--- config.mk ---
export PLATFORM = sky130hd
export DESIGN_NAME = fu_complete_arbiter_flat
export DESIGN_NICKNAME = d
export VERILOG_FILES = /design/src/rtl/fu_complete_arbiter_pkg.sv /design/src/rtl/fu_complete_arbiter_if.sv /design/src/rtl/fu_complete_arbiter_result_fifo.sv /design/src/rtl/fu_complete_arbiter.sv /design/src/flat_wrapper.sv
export SDC_FILE = /design/constraint.sdc
export NUM_CORES = 1
export LEC_CHECK = 0
export ABC_AREA = 1
export BUFFER_PORTS_ARGS = -buffer_cell sky130_fd_sc_hd__buf_2
export CAP_MARGIN = 20
export CELL_PAD_IN_SITES_DETAIL_PLACEMENT = 0
export CELL_PAD_IN_SITES_GLOBAL_PLACEMENT = 1
export CORE_UTILIZATION = 41
export CTS_BUF_LIST = sky130_fd_sc_hd__clkbuf_8 sky130_fd_sc_hd__clkbuf_16
export DETAILED_ROUTE_END_ITERATION = 16
export PLACE_DENSITY_LB_ADDON = 0.1
export SLEW_MARGIN = 10
export SYNTH_ARGS = -nofsm -noshare
export SYNTH_HDL_FRONTEND = slang
export SYNTH_HIERARCHICAL = 1
export SYNTH_SLANG_ARGS = --single-unit
--- constraint.sdc ---
create_clock -name clock -period 4.9 [get_ports clock]
set_input_delay 0.98 -clock clock [delete_from_list [all_inputs] [get_ports clock]]
set_output_delay 0.98 -clock clock [all_outputs]
set_load 0.01 [all_outputs]
--- src/rtl/fu_complete_arbiter_pkg.sv ---
// Shared types and defaults for the functional-unit completion stage.
// FU_COMPLETE_PACKET matches the result layout used by the rest of the core.
package fu_complete_arbiter_pkg;

    localparam int NUM_FU_DEFAULT    = 6;
    localparam int BUF_DEPTH_DEFAULT = 2;
    localparam int CDB_WIDTH_DEFAULT = 1;
    localparam bit RR_MODE_DEFAULT   = 1'b1;

    typedef logic [$clog2(NUM_FU_DEFAULT)-1:0] FU_IDX;

    typedef struct packed {
        logic [31:0] dest_value;
        logic [5:0]  dest_prn;
        logic [4:0]  rob_idx;
    } FU_COMPLETE_PACKET;

    // Increment with explicit wrap so non-power-of-two moduli behave.
    function automatic int wrap_inc(input int value, input int modulus);
        return (value + 1 >= modulus) ? 0 : value + 1;
    endfunction

endpackage

--- src/rtl/fu_complete_arbiter_if.sv ---
// Result-in / completion-out bundle between the functional units and the CDB.
interface fu_complete_arbiter_if
    import fu_complete_arbiter_pkg::*;
#(
    parameter int NUM_FU    = NUM_FU_DEFAULT,
    parameter int BUF_DEPTH = BUF_DEPTH_DEFAULT,
    parameter int CDB_WIDTH = CDB_WIDTH_DEFAULT
);
    localparam int IDX_W = $clog2(NUM_FU);
    localparam int CNT_W = $clog2(BUF_DEPTH + 1);

    logic [NUM_FU-1:0]                 fu_valid;
    FU_COMPLETE_PACKET [NUM_FU-1:0]    fu_packet;
    logic [NUM_FU-1:0]                 fu_ready;
    logic                              complete_ready;
    logic [CDB_WIDTH-1:0]              complete_valid;
    FU_COMPLETE_PACKET [CDB_WIDTH-1:0] complete_packet;
    logic [CDB_WIDTH-1:0][IDX_W-1:0]   complete_fu_idx;
    logic [NUM_FU-1:0][CNT_W-1:0]      buf_count;

    modport master (
        output fu_valid, fu_packet, complete_ready,
        input  fu_ready, complete_valid, complete_packet, complete_fu_idx, buf_count
    );

    modport slave (
        input  fu_valid, fu_packet, complete_ready,
        output fu_ready, complete_valid, complete_packet, complete_fu_idx, buf_count
    );

endinterface

--- src/rtl/fu_complete_arbiter_result_fifo.sv ---
// Per-channel result FIFO: pushes beyond capacity are dropped, flush empties it.
module fu_result_fifo
    import fu_complete_arbiter_pkg::*;
#(
    parameter int BUF_DEPTH = BUF_DEPTH_DEFAULT
) (
    input  logic                               clock,
    input  logic                               reset,
    input  logic                               push,
    input  FU_COMPLETE_PACKET                  push_data,
    input  logic                               pop,
    input  logic                               flush,
    output FU_COMPLETE_PACKET                  head_data,
    output logic [$clog2(BUF_DEPTH+1)-1:0]     count,
    output logic                               not_full
);
    localparam int PTR_W = (BUF_DEPTH > 1) ? $clog2(BUF_DEPTH) : 1;
    localparam int CNT_W = $clog2(BUF_DEPTH + 1);

    FU_COMPLETE_PACKET mem_q [BUF_DEPTH];
    FU_COMPLETE_PACKET mem_d [BUF_DEPTH];
    logic [PTR_W-1:0]  rd_ptr_q, rd_ptr_d, wr_ptr_q, wr_ptr_d;
    logic [CNT_W-1:0]  count_q, count_d;
    logic              push_en, pop_en;

    assign not_full  = (count_q < CNT_W'(BUF_DEPTH));
    assign count     = count_q;
    assign head_data = mem_q[rd_ptr_q];

    // NOTE: every variable gets its default first so no path leaves a latch behind.
    always_comb begin
        push_en  = push && not_full;
        pop_en   = pop && (count_q != '0);
        mem_d    = mem_q;
        rd_ptr_d = rd_ptr_q;
        wr_ptr_d = wr_ptr_q;
        count_d  = count_q;
        if (flush) begin
            rd_ptr_d = '0;
            wr_ptr_d = '0;
            count_d  = '0;
        end else begin
            if (push_en) begin
                mem_d[wr_ptr_q] = push_data;
                wr_ptr_d        = PTR_W'(wrap_inc(int'(wr_ptr_q), BUF_DEPTH));
            end
            if (pop_en) begin
                rd_ptr_d = PTR_W'(wrap_inc(int'(rd_ptr_q), BUF_DEPTH));
            end
            count_d = count_q + CNT_W'(push_en) - CNT_W'(pop_en);
        end
    end

    // NOTE: state uses non-blocking assignments so all flops update together at the edge.
    always_ff @(posedge clock or negedge reset) begin
        if (!reset) begin
            rd_ptr_q <= '0;
            wr_ptr_q <= '0;
            count_q  <= '0;
        end else begin
            rd_ptr_q <= rd_ptr_d;
            wr_ptr_q <= wr_ptr_d;
            count_q  <= count_d;
        end
    end

    // NOTE: storage is deliberately not reset; occupancy gates every use of head_data.
    always_ff @(posedge clock) begin
        mem_q <= mem_d;
    end

endmodule

--- src/rtl/fu_complete_arbiter.sv ---
// Completion stage: per-unit result FIFOs drained onto CDB_WIDTH grant slots
// in round-robin or fixed (highest index first) order.
module fu_complete_arbiter
    import fu_complete_arbiter_pkg::*;
#(
    parameter int NUM_FU    = NUM_FU_DEFAULT,
    parameter int BUF_DEPTH = BUF_DEPTH_DEFAULT,
    parameter int CDB_WIDTH = CDB_WIDTH_DEFAULT,
    parameter bit RR_MODE   = RR_MODE_DEFAULT
) (
    input  logic                 clock,
    input  logic                 reset,
    input  logic                 flush,
    fu_complete_arbiter_if.slave bus
);
    localparam int IDX_W = $clog2(NUM_FU);
    localparam int CNT_W = $clog2(BUF_DEPTH + 1);

    FU_COMPLETE_PACKET [NUM_FU-1:0]    head;
    logic [NUM_FU-1:0][CNT_W-1:0]      count;
    logic [NUM_FU-1:0]                 not_full;
    logic [NUM_FU-1:0]                 grant;
    logic [NUM_FU-1:0]                 pop;
    logic [IDX_W-1:0]                  rr_ptr_q, rr_ptr_d, last_idx;
    logic [CDB_WIDTH-1:0]              slot_valid;
    logic [CDB_WIDTH-1:0][IDX_W-1:0]   slot_idx;
    FU_COMPLETE_PACKET [CDB_WIDTH-1:0] slot_pkt;

    for (genvar i = 0; i < NUM_FU; i++) begin : g_ch
        fu_result_fifo #(.BUF_DEPTH(BUF_DEPTH)) u_fifo (
            .clock     (clock),
            .reset     (reset),
            .push      (bus.fu_valid[i] && !flush),
            .push_data (bus.fu_packet[i]),
            .pop       (pop[i]),
            .flush     (flush),
            .head_data (head[i]),
            .count     (count[i]),
            .not_full  (not_full[i])
        );
    end

    // Scan channels in priority order and fill slots with the first non-empty ones.
    always_comb begin
        int ch;
        int n;
        grant      = '0;
        slot_valid = '0;
        slot_idx   = '0;
        slot_pkt   = '0;
        last_idx   = rr_ptr_q;
        n          = 0;
        for (int k = 0; k < NUM_FU; k++) begin
            ch = RR_MODE ? (int'(rr_ptr_q) + k) % NUM_FU : NUM_FU - 1 - k;
            if (count[ch] != '0 && n < CDB_WIDTH) begin
                slot_valid[n] = 1'b1;
                slot_idx[n]   = IDX_W'(ch);
                slot_pkt[n]   = head[ch];
                grant[ch]     = 1'b1;
                last_idx      = IDX_W'(ch);
                n             = n + 1;
            end
        end
    end

    assign pop = bus.complete_ready ? grant : '0;

    always_comb begin
        rr_ptr_d = rr_ptr_q;
        if (!flush && bus.complete_ready && (|grant)) begin
            rr_ptr_d = IDX_W'(wrap_inc(int'(last_idx), NUM_FU));
        end
    end

    always_ff @(posedge clock or negedge reset) begin
        if (!reset) begin
            rr_ptr_q <= '0;
        end else begin
            rr_ptr_q <= rr_ptr_d;
        end
    end

    assign bus.fu_ready        = not_full;
    assign bus.buf_count       = count;
    assign bus.complete_valid  = slot_valid;
    assign bus.complete_packet = slot_pkt;
    assign bus.complete_fu_idx = slot_idx;

    // A unit presenting to a full channel loses that result.
    a_no_push_when_full: assert property (
        @(posedge clock) disable iff (!reset) (bus.fu_valid & ~not_full) == '0
    );

endmodule

--- src/flat_wrapper.sv ---
// flat-port wrapper written by rule: the top's interface ports become plain ports
module fu_complete_arbiter_flat import fu_complete_arbiter_pkg::*;
#(
    parameter int NUM_FU    = NUM_FU_DEFAULT,
    parameter int BUF_DEPTH = BUF_DEPTH_DEFAULT,
    parameter int CDB_WIDTH = CDB_WIDTH_DEFAULT,
    parameter bit RR_MODE   = RR_MODE_DEFAULT
)
  (clock, reset, flush, bus_fu_valid, bus_fu_packet, bus_complete_ready, bus_fu_ready, bus_complete_valid, bus_complete_packet, bus_complete_fu_idx, bus_buf_count);
  fu_complete_arbiter_if #(.NUM_FU(NUM_FU), .BUF_DEPTH(BUF_DEPTH), .CDB_WIDTH(CDB_WIDTH)) bus_i ();
  input  logic clock;
  input  logic reset;
  input  logic flush;
  input wire logic [$bits(bus_i.fu_valid)-1:0] bus_fu_valid;
  input wire logic [$bits(bus_i.fu_packet)-1:0] bus_fu_packet;
  input wire logic [$bits(bus_i.complete_ready)-1:0] bus_complete_ready;
  output wire logic [$bits(bus_i.fu_ready)-1:0] bus_fu_ready;
  output wire logic [$bits(bus_i.complete_valid)-1:0] bus_complete_valid;
  output wire logic [$bits(bus_i.complete_packet)-1:0] bus_complete_packet;
  output wire logic [$bits(bus_i.complete_fu_idx)-1:0] bus_complete_fu_idx;
  output wire logic [$bits(bus_i.buf_count)-1:0] bus_buf_count;
  assign bus_i.fu_valid = bus_fu_valid;
  assign bus_i.fu_packet = bus_fu_packet;
  assign bus_i.complete_ready = bus_complete_ready;
  assign bus_fu_ready = bus_i.fu_ready;
  assign bus_complete_valid = bus_i.complete_valid;
  assign bus_complete_packet = bus_i.complete_packet;
  assign bus_complete_fu_idx = bus_i.complete_fu_idx;
  assign bus_buf_count = bus_i.buf_count;
  fu_complete_arbiter #(.NUM_FU(NUM_FU), .BUF_DEPTH(BUF_DEPTH), .CDB_WIDTH(CDB_WIDTH), .RR_MODE(RR_MODE)) u_core (.clock(clock), .reset(reset), .flush(flush), .bus(bus_i));
endmodule
==> results of run 1 <==
## cell usage after synthesis (13+ instances only)
master / number
a31oi_1: 34
o22ai_1: 24
o21ai_0: 376
clkbuf_1: 133
a32o_1: 29
nor3_1: 16
a32oi_1: 35
dfrtp_1: 27
nand2_1: 1623
nand2_2: 78
nor2_1: 108
a221oi_1: 24
nand4_1: 21
buf_2: 29
ha_1: 34
o221ai_1: 31
a22oi_1: 13
edfxtp_1: 516
o211ai_1: 50
buf_6: 35
o21ai_1: 15
nand3_1: 118
inv_2: 16
buf_1: 17
mux2i_1: 32
inv_1: 309
a21oi_1: 78
buf_4: 20
## stage by stage
step                      cells  instance area (um^2)
after CTS                  5469                 39700
after detailed placement   5289                 35900
after global routing       5516                 40900
after global placement     5289                 35900
final                      5518                 40900
after floorplan            3933                 32300
## routing by layer
metal	up-vias	wire length (um)
li1	14283	-
met1	14464	53600
met2	1573	61100
met3	376	12900
met4	0	8800
met5	-	0
## area by class of cell
type / instances / area [um^2] / share of cell area
Clock buffer: 59 / 1480 / 0.0361
Multi-Input combinational cell: 2813 / 14900 / 0.363
Timing Repair Buffer: 676 / 5400 / 0.132
Sequential cell: 543 / 16200 / 0.396
Inverter: 337 / 1370 / 0.0335
Antenna cell: 3 / 7.51 / 0.000184
Tap cell: 1040 / 1300 / 0.0318
Clock inverter: 47 / 313 / 0.00765
## critical path: stages (launching register included)
cell	delay, ns
dfrtp_4	0.53
ha_4	0.19
inv_2	0.06
nand2_2	0.06
nand2_4	0.10
ha_4	0.20
inv_2	0.05
nand3_2	0.08
nand2_4	0.09
nand4_4	0.14
nand2_2	0.12
nand2_4	0.07
nor2_4	0.16
nand2_4	0.09
nand2_4	0.10
nand3_4	0.12
nor2_8	0.18
buf_4	0.16
buf_8	0.18
nand2_1	0.07
o211ai_1	0.52
buf_2	0.24
## timing repair
action / 4_1_cts / 5_1_grt
cloned: 10 / 7
resized for setup: 293 / 160
setup buffers: 70 / 45
hold buffers: 0 / 0
setup endpoints to repair: 47 / 47
pin swaps: 61 / 77
## flip-flops by register name, summed over array words and instances (netlist names)
register,cells
u_core/g_ch.u_fifo/count,12
u_core/g_ch.u_fifo/mem_q,516
u_core/g_ch.u_fifo/rd_ptr_q,6
u_core/g_ch.u_fifo/wr_ptr_q,6
u_core/rr_ptr_q,3
## path summary, 6_finish.rpt
check | startpoint | to | cells after the start | slack (ns)
max | u_core/rr_ptr_q[0]$_DFFE_PN0P_ | bus_complete_packet[10] | 21 | -0.23
min | reset | u_core/g_ch[1].u_fifo/count[1]$_DFF_PN0_ | 1 | 0.41
max reg2reg | u_core/rr_ptr_q[0]$_DFFE_PN0P_ | u_core/rr_ptr_q[2]$_DFFE_PN0P_ | 31 | 0.47
min reg2reg | u_core/g_ch[1].u_fifo/wr_ptr_q$_DFFE_PN0P_ | u_core/g_ch[1].u_fifo/wr_ptr_q$_DFFE_PN0P_ | 2 | 0.52
max in group asynchronous | reset | u_core/rr_ptr_q[0]$_DFFE_PN0P_ | 1 | 3.92
min in group clock | u_core/g_ch[1].u_fifo/wr_ptr_q$_DFFE_PN0P_ | u_core/g_ch[1].u_fifo/wr_ptr_q$_DFFE_PN0P_ | 2 | 0.52
## cell families (layout without fill, tap and decap cells)
logic type,after synthesis,count (layout),synth area share
buf+inv,577,1119,0.0831
simple gates,1991,1991,0.249
xor+xnor,5,5,0.00136
compound gates,751,751,0.143
fa+ha+maj,34,34,0.0132
mux,32,32,0.00991
other cells,0,3,0
flops,543,543,0.501
==> flow_summary.json, run 1 <==
{
  "outcome": "complete, but fails checks",
  "violations": "setup timing",
  "drive_above_1_share": 0.251,
  "critPathRequiredTime_ns": 3.92,
  "syn_to_final_growth_pct": 26.6,
  "rows": 102,
  "path_clk_slew_ns": 0.06,
  "rsz0062_at_grt": "true",
  "finalSetupTns_ns": -4.24,
  "ys_ff_latch": 543,
  "cts_sinks": 543,
  "hp-class": "in -> async",
  "ioPinCount": 333,
  "drv_slew": 0,
  "synth.distinct_cells": 58,
  "design.die.area_mm2": 0.0799,
  "cp_max_fo": 15,
  "tightest_slew_ns": 1.21,
  "period_needed_ns": 5.13,
  "startpoint_type": "flop",
  "vias_per_cell": 5.56,
  "ys_seq_area_frac": 0.501,
  "antenna_found_initial": 4,
  "maxSlewHeadroom": 0.184,
  "clockRootBuffer": "clkbuf_16",
  "grt_pass1_wl_mm": 190,
  "dr.pass1.iters": 7,
  "path_class": "reg -> out",
  "period_share": 1.05,
  "core_mm2": 0.0777,
  "fillers": 7285,
  "skew_ns": 0.0251,
  "synth_area_per_cell_um2": 8.21,
  "overflow": 0,
  "gp_congestion": 1.01,
  "htree_levels": 2,
  "drt-total-wl_mm": 136,
  "busiest_layer": "met2",
  "ys.flop_type": "edfxtp_1",
  "cp-end-kind": "primary output",
  "most-common-layout-cells": "nand2_1 (1557), edfxtp_1 (516), o21ai_0 (344)",
  "pre_cts_ws_ns": -0.0379,
  "start_util": 0.416,
  "port_buffers": 332,
  "ys_top_cells_by_area": "edfxtp_1 (48%), nand2_1 (19%), o21ai_0 (5.8%)",
  "syn-cell-area_mm2": 0.0323,
  "cts.path.max_buffers": 3,
  "post_drt_wl_per_cell_um": 24.7,
  "met2_usage": 0.516,
  "ys.warnings.count": 6,
  "clk_latency_ns": 0.62,
  "syn-instance-count": 3933,
  "setup_viol_count_final": 46,
  "nets": 4730,
  "async_flop_share": 0.0497,
  "arrival_ns": 4.15,
  "use_met3": 0.0715,
  "antenna_left": 0,
  "grt_use_total": 0.333,
  "fin_hold_ws_ns": 0.410,
  "cts_inserted_buffers": 57,
  "drt-initial-drc-count": 3545,
  "layout_commonest_cell": "nand2_1",
  "first_global_vias": 27686,
  "fp.dieW_um": 283,
  "die-height_um": 283,
  "setup_ws_ns": -0.233,
  "globalRouteMet1Util": 0.431,
  "synth_largest_area_cell": "edfxtp_1",
  "cts_tree": "yes",
  "utilization": 0.526,
  "fmax_mhz": 195,
  "via_count": 30696,
  "place_hpwl_mm": 95.9,
  "netlist.area_leader.share": 0.480,
  "syn_nets": 4235,
  "drv_cap": 0,
  "grt_start_max_net_pins": 219,
  "hold_viol": 0,
  "drcViolationCount": 0,
  "synth_enable_flop_cells": 516
}
Power of run 1 is not shown: default switching activity piles up to over one toggle a cycle in this logic, so the estimate is an artifact.
==> run 2: changes to the inputs <==
==> constraint.sdc (replaced) <==
create_clock -name clock -period 4.9 [get_ports clock]
set_input_delay 0.735 -clock clock [delete_from_list [all_inputs] [get_ports clock]]
set_output_delay 0.735 -clock clock [all_outputs]
set_load 0.01 [all_outputs]
==> run 2 against run 1 <==
  * The run still ends with setup timing left
  * Maximum frequency rose by 3.6%
  * Register-to-register slack got worse by 0.03 ns
  * Clock skew rose by 0.0098 ns
  * Global-route usage fell by 0.83 points
  * Setup slack improved by 0.18 ns
  * First-iteration DRC count fell by 9.5%
  * Critical path depth did not move
  * Cell count fell by 1.9%
  * Die area did not move
  * Via count fell by 2.0%
  * Non-clock buffer count fell by 95
  * Cell area fell by 4.1%
==> flow_summary.json, run 2 (synthesis results as in run 1) <==
{
  "critPathRequiredTime_ns": 4.16,
  "crit_buf_inv": 6,
  "critPathCapture": "bus_complete_packet[10]",
  "outcome": "complete, but fails checks",
  "setup_ws_ns": -0.0563,
  "rrSetupSlack_ns": 0.44,
  "cts_sinks": 543,
  "via_count": 30079,
  "post_drt_wl_per_cell_um": 24.8,
  "multi_input_area_mm2": 0.0144,
  "cp_max_fo": 6,
  "setup_viol_count_final": 7,
  "r2r_cells": 35,
  "first_global_vias": 26768,
  "nets": 4634,
  "drv_slew": 0,
  "worst-path-stages": 21,
  "drv_cap": 0,
  "drcViolationCount": 0,
  "fin_cells": 5412,
  "fillers": 7414,
  "skew_ns": 0.0350,
  "hp-class": "in -> async",
  "start_util": 0.416,
  "fmax_mhz": 202,
  "design.die.area_mm2": 0.0799,
  "layout_commonest_cell": "nand2_1",
  "core_mm2": 0.0777,
  "period_needed_ns": 4.96,
  "place_hpwl_mm": 96.1,
  "critical_path.most_common_cell": "nand2_4",
  "tightest_slew_ns": 1.10,
  "reg2reg_from": "u_core/rr_ptr_q[2]$_DFFE_PN0P_",
  "critical-path-max-stage-delay_ns": 0.52,
  "hold_viol": 0,
  "syn_to_final_growth_pct": 21.4,
  "clockRootBuffer": "clkbuf_16",
  "grt_start_max_net_pins": 234,
  "gp_congestion": 0.981,
  "cts_tree": "yes",
  "drt-initial-drc-count": 3208,
  "cts.path.max_buffers": 3,
  "antenna_left": 0,
  "drt-total-wl_mm": 134,
  "path_class": "reg -> out",
  "rows": 102,
  "vias_per_cell": 5.56,
  "htree_levels": 2,
  "clk_latency_ns": 0.63,
  "antenna_found_initial": 6,
  "port_buffers": 332,
  "maxSlewHeadroom": 0.259,
  "dp_cells": 5225,
  "largest_register": "u_core/g_ch.u_fifo/mem_q",
  "startpoint": "u_core/rr_ptr_q[0]$_DFFE_PN0P_",
  "cp-end-kind": "primary output",
  "startpoint_type": "flop",
  "violations": "setup timing",
  "ioPinCount": 333,
  "arrival_ns": 4.22,
  "grt_use_total": 0.324,
  "path_clk_slew_ns": 0.07,
  "most-common-layout-cells": "nand2_1 (1586), edfxtp_1 (516), o21ai_0 (354)",
  "seq_area_mm2": 0.0162,
  "drive_above_1_share": 0.217,
  "cp_top_family": "compound AO/OA/AOI/OAI gates",
  "period_share": 1.01,
  "grt_pass1_wl_mm": 185,
  "crit_chain": "ha_4 > inv_2 > nand2_2 > nand2_4 > ha_4 > inv_2 > nand3_2 > nand2_4 > nand4_4 > o21ai_2 > o21ai_4 > nand2_4 > buf_6 > nand3_4 > clkinvlp_4 > buf_12 > nand2_4 > a32oi_2 > a21oi_1 > o211ai_1 > buf_2",
  "largest_register_ff_count": 516,
  "fp.dieW_um": 283,
  "cpMaxStageDelayCell": "dfrtp_4",
  "cts_inserted_buffers": 56,
  "r2r-end": "u_core/g_ch[1].u_fifo/count[1]$_DFF_PN0_",
  "overflow": 0,
  "dr.pass1.iters": 6,
  "die-height_um": 283,
  "rsz0062_at_grt": "true"
}
-- run 2: layout make-up --
type | count | area share
sequential | 543 | 0.412
multi-input combinational | 2813 | 0.366
timing repair buffer | 581 | 0.107
clock buffer | 56 | 0.0357
inverter | 337 | 0.0347
tap | 1040 | 0.0332
clock inverter | 40 | 0.0105
antenna | 2 | 0.000128
-- run 2: worst min-delay path by stage --
stage | startpoint | end | slack (ns) | depth (start not counted)
3_5_place_dp | u_core/g_ch[3].u_fifo/wr_ptr_q$_DFFE_PN0P_ | u_core/g_ch[3].u_fifo/wr_ptr_q$_DFFE_PN0P_ | 0.51 | 2
5_1_grt | reset | u_core/g_ch[3].u_fifo/count[0]$_DFF_PN0_ | 0.21 | 1
3_3_place_gp | u_core/g_ch[4].u_fifo/wr_ptr_q$_DFFE_PN0P_ | u_core/g_ch[4].u_fifo/wr_ptr_q$_DFFE_PN0P_ | 0.51 | 2
4_1_cts | reset | u_core/g_ch[3].u_fifo/count[0]$_DFF_PN0_ | 0.18 | 1
6_report | reset | u_core/g_ch[3].u_fifo/count[0]$_DFF_PN0_ | 0.16 | 1
2_1_floorplan | reset | u_core/g_ch[0].u_fifo/count[0]$_DFF_PN0_ | 0.44 | 0
-- run 2: layer usage --
metal	GRT usage	share of wire	wire length, um
met4	0.178	0.065	8720
met5	0	0.000074	10
met3	0.0410	0.080	10700
met1	0.432	0.40	54400
met2	0.514	0.45	60400
-- run 2: timing repair --
| action | CTS | global route |
|---|---|---|
| endpoints found under the setup margin | 46 | 46 |
| endpoints found under the hold margin | 0 | 0 |
| resized for setup | 109 | 181 |
| gates cloned | 3 | 8 |
| hold buffers | 0 | 0 |
| buffers inserted | 40 | 41 |
| pin swaps | 29 | 66 |
-- run 2: metrics by stage --
stage / utilization / hold WS, ns / cell area, um^2 / setup WS [ns] / TNS, ns
after floorplan: - / 0.439 / 32300 / 0.116 / 0
after global placement: 0.456 / 0.507 / 35400 / 0.0352 / 0
after detailed placement: 0.456 / 0.511 / 35400 / -0.0275 / -0.0275
after CTS: 0.490 / 0.176 / 38100 / -0.00434 / -0.00987
after global routing: 0.505 / 0.209 / 39200 / -0.170 / -3.97
final: 0.505 / 0.164 / 39200 / -0.0563 / -0.119
Power of run 2 is left out for the same reason.
